`src/rtl/cpu_6502_rmw_ctrl.sv`:
```
// cpu_6502_rmw_ctrl: bus/ALU sequencer for 6502 read-modify-write instructions
// (ASL, LSR, ROL, ROR, INC, DEC on a memory operand).
// Sequence: IDLE -> READ -> DUMMY -> WRITE -> IDLE, with done pulsed back in IDLE.
// Build option: define CPU_6502_RMW_DUMMY_WRITE_EN for the NMOS dummy write of
// the unmodified byte during DUMMY. Left undefined, DUMMY is a second read
// (65C02 behaviour) and only the final byte is written.

package cpu_6502_rmw_pkg;

  // Shared ALU operation codes. ALU_ASL sits at zero so that the reset value of
  // the latched request drives an all-zero ALU op.
  typedef enum logic [3:0] {
    ALU_ASL = 4'd0,
    ALU_LSR = 4'd1,
    ALU_ROL = 4'd2,
    ALU_ROR = 4'd3,
    ALU_ADC = 4'd4,
    ALU_SBC = 4'd5,
    ALU_AND = 4'd6,
    ALU_ORA = 4'd7,
    ALU_EOR = 4'd8
  } alu_op_t;

  typedef enum logic [1:0] {
    ST_IDLE  = 2'd0,
    ST_READ  = 2'd1,
    ST_DUMMY = 2'd2,
    ST_WRITE = 2'd3
  } rmw_state_t;

  // Request op encodings from the decoder; 6 and 7 fall through to INC.
  localparam logic [2:0] RMW_ASL = 3'd0;
  localparam logic [2:0] RMW_LSR = 3'd1;
  localparam logic [2:0] RMW_ROL = 3'd2;
  localparam logic [2:0] RMW_ROR = 3'd3;
  localparam logic [2:0] RMW_DEC = 3'd5;

endpackage

module cpu_6502_rmw_ctrl
  import cpu_6502_rmw_pkg::*;
(
  input  logic        i_clk,
  input  logic        i_reset,
  input  logic        i_start,
  input  logic [2:0]  i_op,
  input  logic [15:0] i_addr,
  input  logic        i_carry,
  output logic [15:0] o_mem_addr,
  output logic        o_mem_we,
  output logic [7:0]  o_mem_wdata,
  input  logic [7:0]  i_mem_rdata,
  output alu_op_t     o_alu_op,
  output logic [7:0]  o_alu_lhs,
  output logic [7:0]  o_alu_rhs,
  output logic        o_alu_carry,
  output logic        o_alu_bcd,
  input  logic [7:0]  i_alu_result,
  input  logic        i_alu_carry,
  output logic        o_busy,
  output logic        o_done,
  output logic [7:0]  o_result,
  output logic        o_flag_n,
  output logic        o_flag_z,
  output logic        o_flag_c,
  output logic        o_flag_c_we
);

  rmw_state_t  state, state_nxt;
  logic [2:0]  op_q;
  logic [15:0] addr_q;
  logic        carry_q;
  logic [7:0]  operand_q;
  logic        accept;
  logic        is_shift;

  assign accept   = (state == ST_IDLE) && i_start;
  assign is_shift = (op_q == RMW_ASL) || (op_q == RMW_LSR) ||
                    (op_q == RMW_ROL) || (op_q == RMW_ROR);
  assign o_busy    = (state != ST_IDLE);
  assign o_alu_bcd = 1'b0;

  // State register.
  // NOTE: sequential state uses non-blocking assignments so every flop samples
  // pre-edge values regardless of block evaluation order.
  always_ff @(posedge i_clk or posedge i_reset) begin
    if (i_reset) state <= ST_IDLE;
    else         state <= state_nxt;
  end

  // Next-state logic: fixed walk through the three bus cycles once started.
  // NOTE: every always_comb output is given a default first so no path can
  // leave it unassigned and infer a latch.
  always_comb begin
    state_nxt = state;
    case (state)
      ST_IDLE:  if (i_start) state_nxt = ST_READ;
      ST_READ:  state_nxt = ST_DUMMY;
      ST_DUMMY: state_nxt = ST_WRITE;
      ST_WRITE: state_nxt = ST_IDLE;
      default:  state_nxt = ST_IDLE;
    endcase
  end

  // Latch the request on acceptance; later changes on the inputs are ignored.
  always_ff @(posedge i_clk or posedge i_reset) begin
    if (i_reset) begin
      op_q    <= 3'd0;
      addr_q  <= 16'h0000;
      carry_q <= 1'b0;
    end else if (accept) begin
      op_q    <= i_op;
      addr_q  <= i_addr;
      carry_q <= i_carry;
    end
  end

  // Operand register: read data arrives one cycle after READ, i.e. in DUMMY.
  always_ff @(posedge i_clk or posedge i_reset) begin
    if (i_reset)                 operand_q <= 8'h00;
    else if (state == ST_DUMMY)  operand_q <= i_mem_rdata;
  end

  // Completion: capture result and flags at the end of WRITE, pulse done.
  always_ff @(posedge i_clk or posedge i_reset) begin
    if (i_reset) begin
      o_done      <= 1'b0;
      o_flag_c_we <= 1'b0;
      o_result    <= 8'h00;
      o_flag_n    <= 1'b0;
      o_flag_z    <= 1'b0;
      o_flag_c    <= 1'b0;
    end else begin
      o_done      <= (state == ST_WRITE);
      o_flag_c_we <= (state == ST_WRITE) && is_shift;
      if (state == ST_WRITE) begin
        o_result <= i_alu_result;
        o_flag_n <= i_alu_result[7];
        o_flag_z <= (i_alu_result == 8'h00);
        o_flag_c <= i_alu_carry;
      end
    end
  end

  // Bus drive per state; the bus is parked at zero while idle.
  always_comb begin
    o_mem_addr  = 16'h0000;
    o_mem_we    = 1'b0;
    o_mem_wdata = 8'h00;
    case (state)
      ST_READ: o_mem_addr = addr_q;
      ST_DUMMY: begin
        o_mem_addr = addr_q;
`ifdef CPU_6502_RMW_DUMMY_WRITE_EN
        o_mem_we    = 1'b1;
        o_mem_wdata = i_mem_rdata;
`endif
      end
      ST_WRITE: begin
        o_mem_addr  = addr_q;
        o_mem_we    = 1'b1;
        o_mem_wdata = i_alu_result;
      end
      default: ;
    endcase
  end

  // ALU drive from the latched op and operand; INC/DEC are plain binary adds.
  always_comb begin
    o_alu_op    = ALU_ASL;
    o_alu_lhs   = operand_q;
    o_alu_rhs   = 8'h00;
    o_alu_carry = carry_q;
    case (op_q)
      RMW_ASL: o_alu_op = ALU_ASL;
      RMW_LSR: o_alu_op = ALU_LSR;
      RMW_ROL: o_alu_op = ALU_ROL;
      RMW_ROR: o_alu_op = ALU_ROR;
      RMW_DEC: begin
        o_alu_op    = ALU_ADC;
        o_alu_rhs   = 8'hFF;
        o_alu_carry = 1'b0;
      end
      default: begin
        o_alu_op    = ALU_ADC;
        o_alu_rhs   = 8'h01;
        o_alu_carry = 1'b0;
      end
    endcase
  end

endmodule

```
`config.mk`:
```
export PLATFORM = sky130hd
export DESIGN_NAME = cpu_6502_rmw_ctrl
export DESIGN_NICKNAME = d
export VERILOG_FILES = /design/src/rtl/cpu_6502_rmw_ctrl.sv
export SDC_FILE = /design/constraint.sdc
export NUM_CORES = 1
export LEC_CHECK = 0
export ABC_CLOCK_PERIOD_IN_PS = 4500
export CORE_MARGIN = 4
export CORE_UTILIZATION = 40
export CTS_CLUSTER_DIAMETER = 200
export DETAILED_ROUTE_END_ITERATION = 10
export GPL_TIMING_DRIVEN = 0
export PLACE_DENSITY_LB_ADDON = 0.05
export SYNTH_ARGS = -nofsm -noshare
export SYNTH_HDL_FRONTEND = slang
export SYNTH_SLANG_ARGS = --single-unit
```
`constraint.sdc`:
```
create_clock -name i_clk -period 4.5 [get_ports i_clk]
set_clock_uncertainty 0.1 [all_clocks]
set_input_delay 0.9 -clock i_clk [delete_from_list [all_inputs] [get_ports i_clk]]
set_output_delay 0.9 -clock i_clk [all_outputs]
set_load 0.05 [all_outputs]
```
* After elaboration in Yosys (flattened, before gate mapping)
Cells that the tools add are included.
** Storage, ports and cells
- Flip-flop bits (word level) :: 43
- Bits in latches :: 0
- Memory bits (writable) :: 0
- Memory bits (read-only) :: 0
- Memories :: 0
** Operators by class
- Add/sub/neg operators :: 0
- $mul :: 0
- Divide/modulo/power cells :: 0
- Magnitude comparators :: 0
- Eq/ne operators :: 8
- Shifts and indexed selects :: 0
- Muxes and demuxes :: 8
- Bitwise operators :: 0
- Reduce and logical (&&, ||, !) cells :: 11
** Operators by type and width (number)
- $mux W16 :: 1
- $pmux W8 S2 :: 1
- $pmux W3 S4 :: 1
- $logic_not A8 Y1 :: 1
- $mux W8 :: 1
- $pmux W2 S4 :: 1
- $eq A3 B2 Y1 const B :: 2
- $eq A2 B2 Y1 const B :: 2
- $reduce_or A4 Y1 :: 1
- $eq A3 B1 Y1 const B :: 1
- $eq A3 B3 Y1 const B :: 1
- $logic_not A3 Y1 :: 1
- $logic_or A1 B1 Y1 :: 3
- $reduce_or A3 Y1 :: 1
- $eq A2 B1 Y1 const B :: 1
- $logic_and A1 B1 Y1 :: 2
- $logic_not A2 Y1 :: 1
- $mux W1 :: 2
- $mux W2 :: 1
- $ne A2 B2 Y1 const B :: 1
- $reduce_bool A2 Y1 :: 1

* Longest topological paths before layout
Gate-level depths: netlist of the first run.
- Depth in word-level cells :: 5
- Gate-level depth with buffers :: 5
- Depth with buffers taken out :: 4

* Least setup slack after synthesis of the first run
No wires, ideal clock.
- Kind :: register to output
- From :: reg op_q[2]
- To :: out o_alu_rhs[2]
- Data arrival time :: 1.660 ns
- Data required time :: 3.500 ns
- Path slack :: 1.840 ns
- Stages on the path, launching flop included :: 4
- Buffers on the path :: 1
- Cell sequence :: dfrtp_1 -> nand2_1 -> nor2_1 -> buf_4
** Between the ends
- Cells in the longest elaborated chain, start to end :: 3
** Ends and longest elaborated chain
- start: declaration :: RTL line 70 : logic [2:0] op_q;
- start signal: assignment :: RTL line 112 : op_q <= i_op;
- $eq A3 B1 Y1, or another cell as far along :: RTL line 174 : case (op_q)
- $reduce_or A4 Y1 (no source line)
- $pmux W8 S2 * :: RTL line 174
- end: declaration :: RTL line 55 : output logic [7:0] o_alu_rhs,
Every way passes the cells marked *; elsewhere a longest branch is shown, timed or not.

* Final worst setup path of the first run
- From :: in i_alu_result[6]
- To :: out o_mem_wdata[6]
** Between the ends
- Cells in the longest elaborated chain, start to end :: 1
** Ends and longest elaborated chain
- start: declaration :: RTL line 58 : input logic [7:0] i_alu_result,
- $mux W8 :: RTL line 150 : case (state)
- end: declaration :: RTL line 51 : output logic [7:0] o_mem_wdata,
No other way between the ends.

==> qor.yml, run 1 <==
routing:
  finalWirelength_mm: 4.17
  first_iter_violations: 53
  vias_per_cell: 4.37
  first_pass_iters: 4
  drc_errors: 0
  via_count: 1384
  antenna_left: 0
  wl_per_cell_um: 13.2
worst_setup_path:
  rrSetupSlack_ns: 2.99
  cp-end-kind: "output pin"
  crit_arrival_ns: 2.35
  path_max_fanout: 2
  path_class: "in -> out"
  startpoint_type: "input pin"
  crit_required_ns: 3.50
floorplan:
  die_width_um: 77.7
  ioPinCount: 101
  core_um2: 4720
  rows: 25
  fp.dieH_um: 77.7
  die-area_um2: 6030
  start_util_pct: 41.1
logic_synthesis:
  synth_seq_cells: 42
  synth_top_family_by_area: "multiplexers"
  synth_cells: 144
  ys_types: 22
  synthMuxAreaShare_pct: 21.8
  netlist_area_um2: 1940
  synthAdderAreaFrac_pct: 2.58
  synth-warning-count: 0
  avgSynthCellArea_um2: 13.5
  synth-simple-area-share_pct: 11.0
  synth_xor_xnor_area_share_pct: 0
  synth_compound_gate_area_share_pct: 3.55
  ys_seq_area_share_pct: 54.2
global_route:
  antenna_found_initial: 0
  grt.total_usage_pct: 14.8
  grt_pass1_wl_mm: 6.94
  overflow: 0
  grt_pass1_vias: 1411
  grt_max_degree: 40
clocking:
  cts_tree: "yes"
  cts_buffer_depth: 2
  htreeDepth: 2
  clockRootBuffer: "clkbuf_8"
  cts_hold_buf: 0
  cts_sinks: 42
  cts.reportedPaths.clkPinSlew_ns: 0.07
  cts_setup_buffers: 0
  cts_resized: 0
  numCtsBuffers: 5
  clk_latency_ns: 0.29
finish:
  diodes: 0
  layout_common_cells: "98 x clkdlybuf4s50_1, 42 x dfrtp_1, 20 x mux2_4, 20 x nor2b_1, 9 x buf_4"
  final_area_um2: 3110
  final_common_cell: "clkdlybuf4s50_1"
  layout-drive-gt1-share_pct: 20.8
  nets: 295
  fillers: 382
  area_delta_synth_final_pct: 60.3
sta:
  hold_viol_final: 0
  rsz0062_at_grt: "false"
  final.setup.tns_ns: 0
  min_period_ns: 3.35
  maxSlewViolCount: 0
  finalWorstSetupSlack_ns: 1.15
  setup_viol: 0
  tightestPinTransition_ns: 0.517
  fin_hold_ws_ns: 0.379
  fmax_mhz: 298
  fin_crit_sh_pct: 74.5
  worst_slew_margin_rel_pct: 65.4
hold_path:
  hold_path_class: "reg -> reg"
job:
  cap_violations: 0
place:
  placed_cell_area_um2: 3030
  portBuffers: 98
  gp_congestion: 0.673
  hpwlAfterDp_mm: 3.12
  post-place-ws_ns: 1.14
status:
  status: "complete, no violations"
==> worst max-delay path, stage by stage <==
cell and delay (ns):
clkdlybuf4s50_1 0.49, and2_1 0.16, clkdlybuf4s50_1 0.80
==> routing by layer <==
layer / routed length, um / global-route usage, % / part of all wire (%)
met1: 1850 / 18.2 / 44
met2: 1880 / 23.4 / 45
met3: 395 / 6.50 / 9.5
met4: 41 / 4.80 / 0.98
met5: 0 / 0 / 0
==> logic make-up (layout without fill, tap and decap cells) <==
family                   count (synthesis)  in the layout
AO/OA/AOI/OAI                            9              9
adder cells (fa/ha/maj)                  4              4
buffers and inverters                   21            126
flip-flops                              42             42
multiplexers                            31             31
other                                    1              2
AND/OR/NAND/NOR                         36             36
==> sequential cells by signal, indices dropped and copies added, names as in the netlist <==
| register | flops |
|---|---|
| o_done | 1 |
| o_alu_lhs | 8 |
| o_flag_z | 1 |
| o_result | 8 |
| o_flag_c | 1 |
| addr_q | 16 |
| state | 2 |
| op_q | 3 |
| carry_q | 1 |
| o_flag_c_we | 1 |
==> through the flow <==
stage | utilization (%) | std cells
floorplan | - | 145
global placement | 63.7 | 310
detailed placement | 64.1 | 311
CTS | 65.9 | 317
global route | 65.9 | 317
finish | 65.9 | 317
==> Yosys cell counts <==
master | count | area (um^2)
dfrtp_1 | 42 | 1050
mux2_4 | 20 | 300
nor2b_1 | 20 | 125
buf_4 | 9 | 67.6
a21o_1 | 8 | 60.1
and2_1 | 8 | 50.1
mux2_2 | 8 | 90.1
ha_1 | 4 | 50.1
inv_1 | 4 | 15.0
nor2_1 | 3 | 11.3
buf_2 | 2 | 10.0
buf_6 | 2 | 22.5
clkbuf_1 | 2 | 7.51
mux2_1 | 2 | 22.5
nand2_1 | 2 | 7.51
nor4_1 | 2 | 12.5
a31o_2 | 1 | 8.76
clkbuf_2 | 1 | 5.00
conb_1 | 1 | 3.75
inv_2 | 1 | 3.75
mux2i_1 | 1 | 10.0
nand2b_1 | 1 | 6.26
==> path summary, 6_finish.rpt <==
kind	from	end	depth (start not counted)
max in group asynchronous	i_reset	addr_q[3]	3
min	o_result[5]	o_result[5]	1
min in group asynchronous	i_reset	addr_q[14]	2
min reg2reg	o_result[5]	o_result[5]	1
max	i_alu_result[6]	o_mem_wdata[6]	3
max reg2reg	state[0]	state[0]	5
==> layout make-up <==
class	instances	area [um^2]	area share (%)
Tap cell	67	83.8	2.69
Buffer	16	113	3.62
Sequential cell	42	1050	33.8
Inverter	5	18.8	0.603
Clock buffer	6	82.6	2.65
Timing Repair Buffer	99	1000	32.2
Multi-Input combinational cell	82	762	24.5
Power of run 1 is left out: the tool's default activity adds up to more than one toggle a clock period on the data nets, which glitch-free logic cannot reach.
==> inputs of run 2 (changes only) <==
- ABC_CLOCK_PERIOD_IN_PS: 4500 -> 3300
- CORE_UTILIZATION: 40 -> 39
- clock period: 4.5 -> 3.3 ns (I/O delays scaled with it)
==> run 2 against run 1 <==
  * Clock-buffer cell count unchanged
  * Wire length decreased by 1.9%
  * Worst setup slack got worse by 0.88 ns
  * Sequential cell count unchanged
  * Register-to-register slack got worse by 1.2 ns
  * Core utilization about the same
  * Sequential share of layout area decreased by 0.43 points
==> qor.yml, run 2 (synthesis gave the netlist of run 1 again) <==
status:
  status: "complete, no violations"
place:
  portBuffers: 98  # unchanged
  gp_congestion: 0.654  # -2.8%
  hpwlAfterDp_mm: 3.10  # -0.76%
routing:
  antenna_left: 0  # unchanged
  vias_per_cell: 4.31  # -1.3%
  first_pass_iters: 4  # unchanged
  wl_per_cell_um: 12.9  # -2.2%
  finalWirelength_mm: 4.09  # -1.9%
  first_iter_violations: 26  # -51%
  drc_errors: 0  # unchanged
  via_count: 1370  # -1.0%
finish:
  diodes: 0  # unchanged
  largest_reg_flops: 16  # unchanged
  regMostFlops: "addr_q"
  area_delta_synth_final_pct: 62.4
  fillers: 399  # +4.5%
  seq_area_um2: 1050  # unchanged
  final_common_cell: "clkdlybuf4s50_1"
  multi_input_area_um2: 762  # unchanged
  layout_common_cells: "98 x clkdlybuf4s50_1, 42 x dfrtp_1, 20 x mux2_4, 20 x nor2b_1, 9 x buf_4"
  nets: 294  # -0.34%
  layout-drive-gt1-share_pct: 21.1  # +0.32 points
global_route:
  grtUsageMet2_pct: 24.5  # +1.2 points
  met3_usage_pct: 5.85  # -0.65 points
  grt_pass1_wl_mm: 6.98  # +0.49%
  grt_use_met1_pct: 16.7  # -1.6 points
  grt.total_usage_pct: 14.4  # -0.41 points
  overflow: 0  # unchanged
  top_usage_layer: "met2"
  grt_pass1_vias: 1486  # +5.3%
  antenna_found_initial: 0  # unchanged
  grt_max_degree: 43  # +7.5%
worst_setup_path:
  rr_endpoint: "state[0]"
  path_cells: "inv_1 -> ha_1 -> clkbuf_2 -> nor2b_1 -> clkdlybuf4s50_1"
  cp-end-kind: "output pin"
  slowest_stage: "clkdlybuf4s50_1"
  r2r.worst_path.cells: 5  # unchanged
  rrSetupSlack_ns: 1.78  # -1.21 ns
  regToRegStartpoint: "state[0]"
  cpPeakStageDelay_ns: 0.82  # +0.02 ns
  crit_arrival_ns: 2.28  # -0.07 ns
  critPathTopFamily: "buffers and inverters"
  path_max_fanout: 10  # +8
  crit_buf_inv: 3  # +1
  crit_required_ns: 2.54  # -0.96 ns
  startpoint_type: "flop"
  path_class: "reg -> out"
sta:
  min_period_ns: 3.04
  rsz0062_at_grt: "false"
  fmax_mhz: 329
  tightestPinTransition_ns: 0.842  # +0.325 ns
  setup_viol: 0  # unchanged
  fin_crit_sh_pct: 92.0
  final.setup.tns_ns: 0  # unchanged
  hold_viol_final: 0  # unchanged
  maxSlewViolCount: 0  # unchanged
  worst_slew_margin_rel_pct: 43.8  # -22 points
hold_path:
  hold_path_class: "reg -> reg"
  worstHoldStart: "o_result[6]"
  hold_depth: 1  # unchanged
  min_to: "o_result[6]"
floorplan:
  core_um2: 4790  # +1.3%
  die_width_um: 78.5  # +1.1%
  rows: 25  # unchanged
  fp.dieH_um: 78.5  # +1.1%
  start_util_pct: 40.5  # -0.54 points
  die-area_um2: 6170  # +2.3%
  ioPinCount: 101  # unchanged
clocking:
  cts_resized: 0  # unchanged
  cts_sinks: 42  # unchanged
  numCtsBuffers: 5  # unchanged
  htreeDepth: 2  # unchanged
  cts_buffer_depth: 2  # unchanged
  clk_latency_ns: 0.29  # about the same
  cts_tree: "yes"
  clockRootBuffer: "clkbuf_8"
  cts.reportedPaths.clkPinSlew_ns: 0.08  # about the same
  cts_hold_buf: 0  # unchanged
  cts_setup_buffers: 0  # unchanged
job:
  cap_violations: 0  # unchanged
-- run 2: metal layers --
| metal | up-vias | wire (um) |
|---|---|---|
| li1 | 674 | - |
| met1 | 640 | 1670 |
| met2 | 54 | 2040 |
| met3 | 2 | 357 |
| met4 | 0 | 24 |
| met5 | - | 0 |
-- run 2: final cells by class --
type / instances / share of cell area [%]
inverter: 5 / 0.595
timing repair buffer: 98 / 31.1
clock buffer: 6 / 2.62
clock inverter: 2 / 1.91
buffer: 16 / 3.57
multi-input combinational: 82 / 24.2
sequential: 42 / 33.3
tap: 67 / 2.66
-- run 2: worst max-delay path by stage --
stage,start,endpoint,slack (ns),depth (start not counted)
final,state[1],o_mem_addr[11],0.26,5
after global routing,state[1],o_mem_addr[8],0.11,5
after CTS,state[0],o_mem_addr[8],0.24,5
after detailed placement,i_alu_result[0],o_mem_wdata[0],0.44,3
after global placement,i_alu_result[3],o_mem_wdata[3],0.43,3
after floorplan,op_q[2],o_alu_rhs[2],0.88,3
-- run 2: worst register-to-register path: cells and delay by family (launching register included) --
| family | cells | cell delay, ns |
|---|---|---|
| buffers and inverters | 2 | 0.42 |
| multiplexers | 1 | 0.14 |
| adder cells (fa/ha/maj) | 1 | 0.34 |
| flip-flops | 1 | 0.39 |
| AND/OR/NAND/NOR | 1 | 0.06 |
-- run 2: metrics by stage --
stage	hold slack, ns	utilization [%]	instances	setup slack, ns	instance area, um^2
global route	0.408	65.9	318	0.107	3150
detailed placement	0.368	62.9	310	0.441	3010
CTS	0.387	65.9	318	0.241	3150
finish	0.380	65.9	318	0.265	3150
floorplan	0.373	-	145	0.880	1940
global placement	0.363	62.9	310	0.434	3010
Power of run 2 is left out for the same reason.
==> inputs of run 3 (changes only) <==
- PLACE_DENSITY: not set -> 0.79
- PLACE_DENSITY_LB_ADDON: 0.05 -> not set
- TNS_END_PERCENT: not set -> 5
==> run 3 against run 2 <==
  * Worst hold slack improved by 0.0027 ns
  * Via count rose by 1.2%
  * Design area fell by 2.1%
  * Non-clock buffer count did not move
  * Maximum frequency barely moved
  * Global-route usage rose by 0.28 points
  * First-iteration DRC count rose by 62%
  * Sequential cell count did not move
  * Core utilization fell by 1.4 points
  * Highest routed layer unchanged
==> qor.yml, run 3 (synthesis gave the netlist of run 1 again) <==
status:
  status: "complete, no violations"
routing:
  drc_errors: 0  # unchanged
  first_iter_violations: 42  # +62%
  finalWirelength_mm: 4.22  # +3.3%
  met1_length_mm: 1.69  # +1.3%
  wl_per_cell_um: 13.3  # +3.6%
  wl_met3_um: 342  # -4.2%
  vias_per_cell: 4.38  # +1.6%
  antenna_left: 0  # unchanged
  highest_layer: "met4"
  first_pass_iters: 4  # unchanged
  via_count: 1387  # +1.2%
  wl_met2_mm: 2.14  # +4.8%
hold_path:
  hold_depth: 1  # unchanged
  worstHoldStart: "o_result[2]"
  hold_path_class: "reg -> reg"
  min_to: "o_result[2]"
place:
  gp_congestion: 0.687  # +5.1%
  portBuffers: 98  # unchanged
  hpwlAfterDp_mm: 3.33  # +7.6%
  place_inst: 310  # unchanged
clocking:
  clk_latency_ns: 0.28  # about the same
  htreeDepth: 2  # unchanged
  cts_resized: 0  # unchanged
  cts_buffer_depth: 2  # unchanged
  cts_hold_buf: 0  # unchanged
  numCtsBuffers: 5  # unchanged
  cts_setup_buffers: 0  # unchanged
  cts_sinks: 42  # unchanged
  clockRootBuffer: "clkbuf_8"
  cts.reportedPaths.clkPinSlew_ns: 0.08  # about the same
  cts_tree: "yes"
floorplan:
  rows: 25  # unchanged
  fp.dieH_um: 78.5  # unchanged
  ioPinCount: 101  # unchanged
  die_width_um: 78.5  # unchanged
  start_util_pct: 40.5  # unchanged
  die-area_um2: 6170  # unchanged
  core_um2: 4790  # unchanged
finish:
  nets: 294  # unchanged
  area_delta_synth_final_pct: 59.0
  diodes: 0  # unchanged
  layout_common_cells: "98 x clkdlybuf4s50_1, 42 x dfrtp_1, 20 x mux2_4, 20 x nor2b_1, 9 x buf_4"
  layout-drive-gt1-share_pct: 20.0  # -1.1 points
  fin_cells: 317  # -0.31%
  fillers: 396  # -0.75%
  final_common_cell: "clkdlybuf4s50_1"
  regMostFlops: "addr_q"
  largest_reg_flops: 16  # unchanged
  fin_util_pct: 64.5  # -1.4 points
worst_setup_path:
  path_class: "reg -> out"
  rr_endpoint: "addr_q[4]"
  crit_arrival_ns: 2.28  # about the same
  crit_buf_inv: 3  # unchanged
  startpoint_type: "flop"
  regToRegStartpoint: "state[1]"
  cpPeakStageDelay_ns: 0.82  # about the same
  rrSetupSlack_ns: 1.79  # about the same
  slowest_stage: "clkdlybuf4s50_1"
  path_max_fanout: 10  # unchanged
  r2r.worst_path.cells: 5  # unchanged
  crit_required_ns: 2.54  # about the same
  cp-end-kind: "output pin"
  path_cells: "inv_1 -> ha_1 -> clkbuf_2 -> nor2b_1 -> clkdlybuf4s50_1"
  critPathTopFamily: "buffers and inverters"
sta:
  fmax_mhz: 329  # about the same
  maxSlewViolCount: 0  # unchanged
  final.setup.tns_ns: 0  # unchanged
  worst_slew_margin_rel_pct: 44.0  # +0.26 points
  rsz0062_at_grt: "false"
  min_period_ns: 3.04  # +0.00261 ns
  tightestPinTransition_ns: 0.838  # -0.00387 ns
  hold_viol_final: 0  # unchanged
  setup_viol: 0  # unchanged
  fin_crit_sh_pct: 92.1  # about the same
job:
  cap_violations: 0  # unchanged
global_route:
  grt.total_usage_pct: 14.7  # +0.28 points
  grt_pass1_wl_mm: 7.16  # +2.7%
  grt_max_degree: 43  # unchanged
  overflow: 0  # unchanged
  grt_pass1_vias: 1546  # +4.0%
  antenna_found_initial: 0  # unchanged
## run 3: cell types whose count changed in the layout (fill, tap and decap cells not counted)
cell / change
bufinv_16: -2
clkbuf_1: +2
clkbuf_8: -1
## run 3: worst max path at each step
stage	to	start	slack, ns	cells after the start
2_1_floorplan	o_alu_rhs[2]	op_q[2]	0.88	3
3_3_place_gp	o_mem_wdata[0]	i_alu_result[0]	0.43	3
3_5_place_dp	o_mem_wdata[0]	i_alu_result[0]	0.42	3
4_1_cts	o_mem_addr[7]	state[1]	0.22	5
5_1_grt	o_mem_addr[8]	state[1]	0.12	5
6_report	o_mem_addr[7]	state[1]	0.26	5
## run 3: cell type report
| class | count | area (um^2) | share of cell area, % |
|---|---|---|---|
| multi-input combinational | 82 | 762 | 24.7 |
| sequential | 42 | 1050 | 34.1 |
| timing repair buffer | 98 | 981 | 31.8 |
| buffer | 16 | 113 | 3.65 |
| clock buffer | 7 | 76.3 | 2.47 |
| tap | 67 | 83.8 | 2.72 |
| inverter | 5 | 18.8 | 0.608 |
## run 3: metrics by stage
| step | cell area (um^2) | hold slack [ns] | worst slack [ns] |
|---|---|---|---|
| after global routing | 3090 | 0.406 | 0.123 |
| after floorplan | 1940 | 0.373 | 0.880 |
| after detailed placement | 3010 | 0.368 | 0.418 |
| after CTS | 3090 | 0.386 | 0.223 |
| final | 3090 | 0.383 | 0.262 |
| after global placement | 3010 | 0.360 | 0.435 |
## run 3: routing by layer
metal  track usage (%)  vias to the layer above
li1                  -                      668
met1              16.4                      653
met2              26.2                       59
met3              4.93                        7
met4              4.72                        0
met5                 0                        -
## run 3: worst reg2reg max path: cells and delay by family, from the launching register on
kind / cells / cell delay, ns
flops: 1 / 0.40
mux: 1 / 0.31
fa+ha+maj: 1 / 0.21
simple gates: 1 / 0.11
buf+inv: 2 / 0.27
Power of run 3 is left out for the same reason.
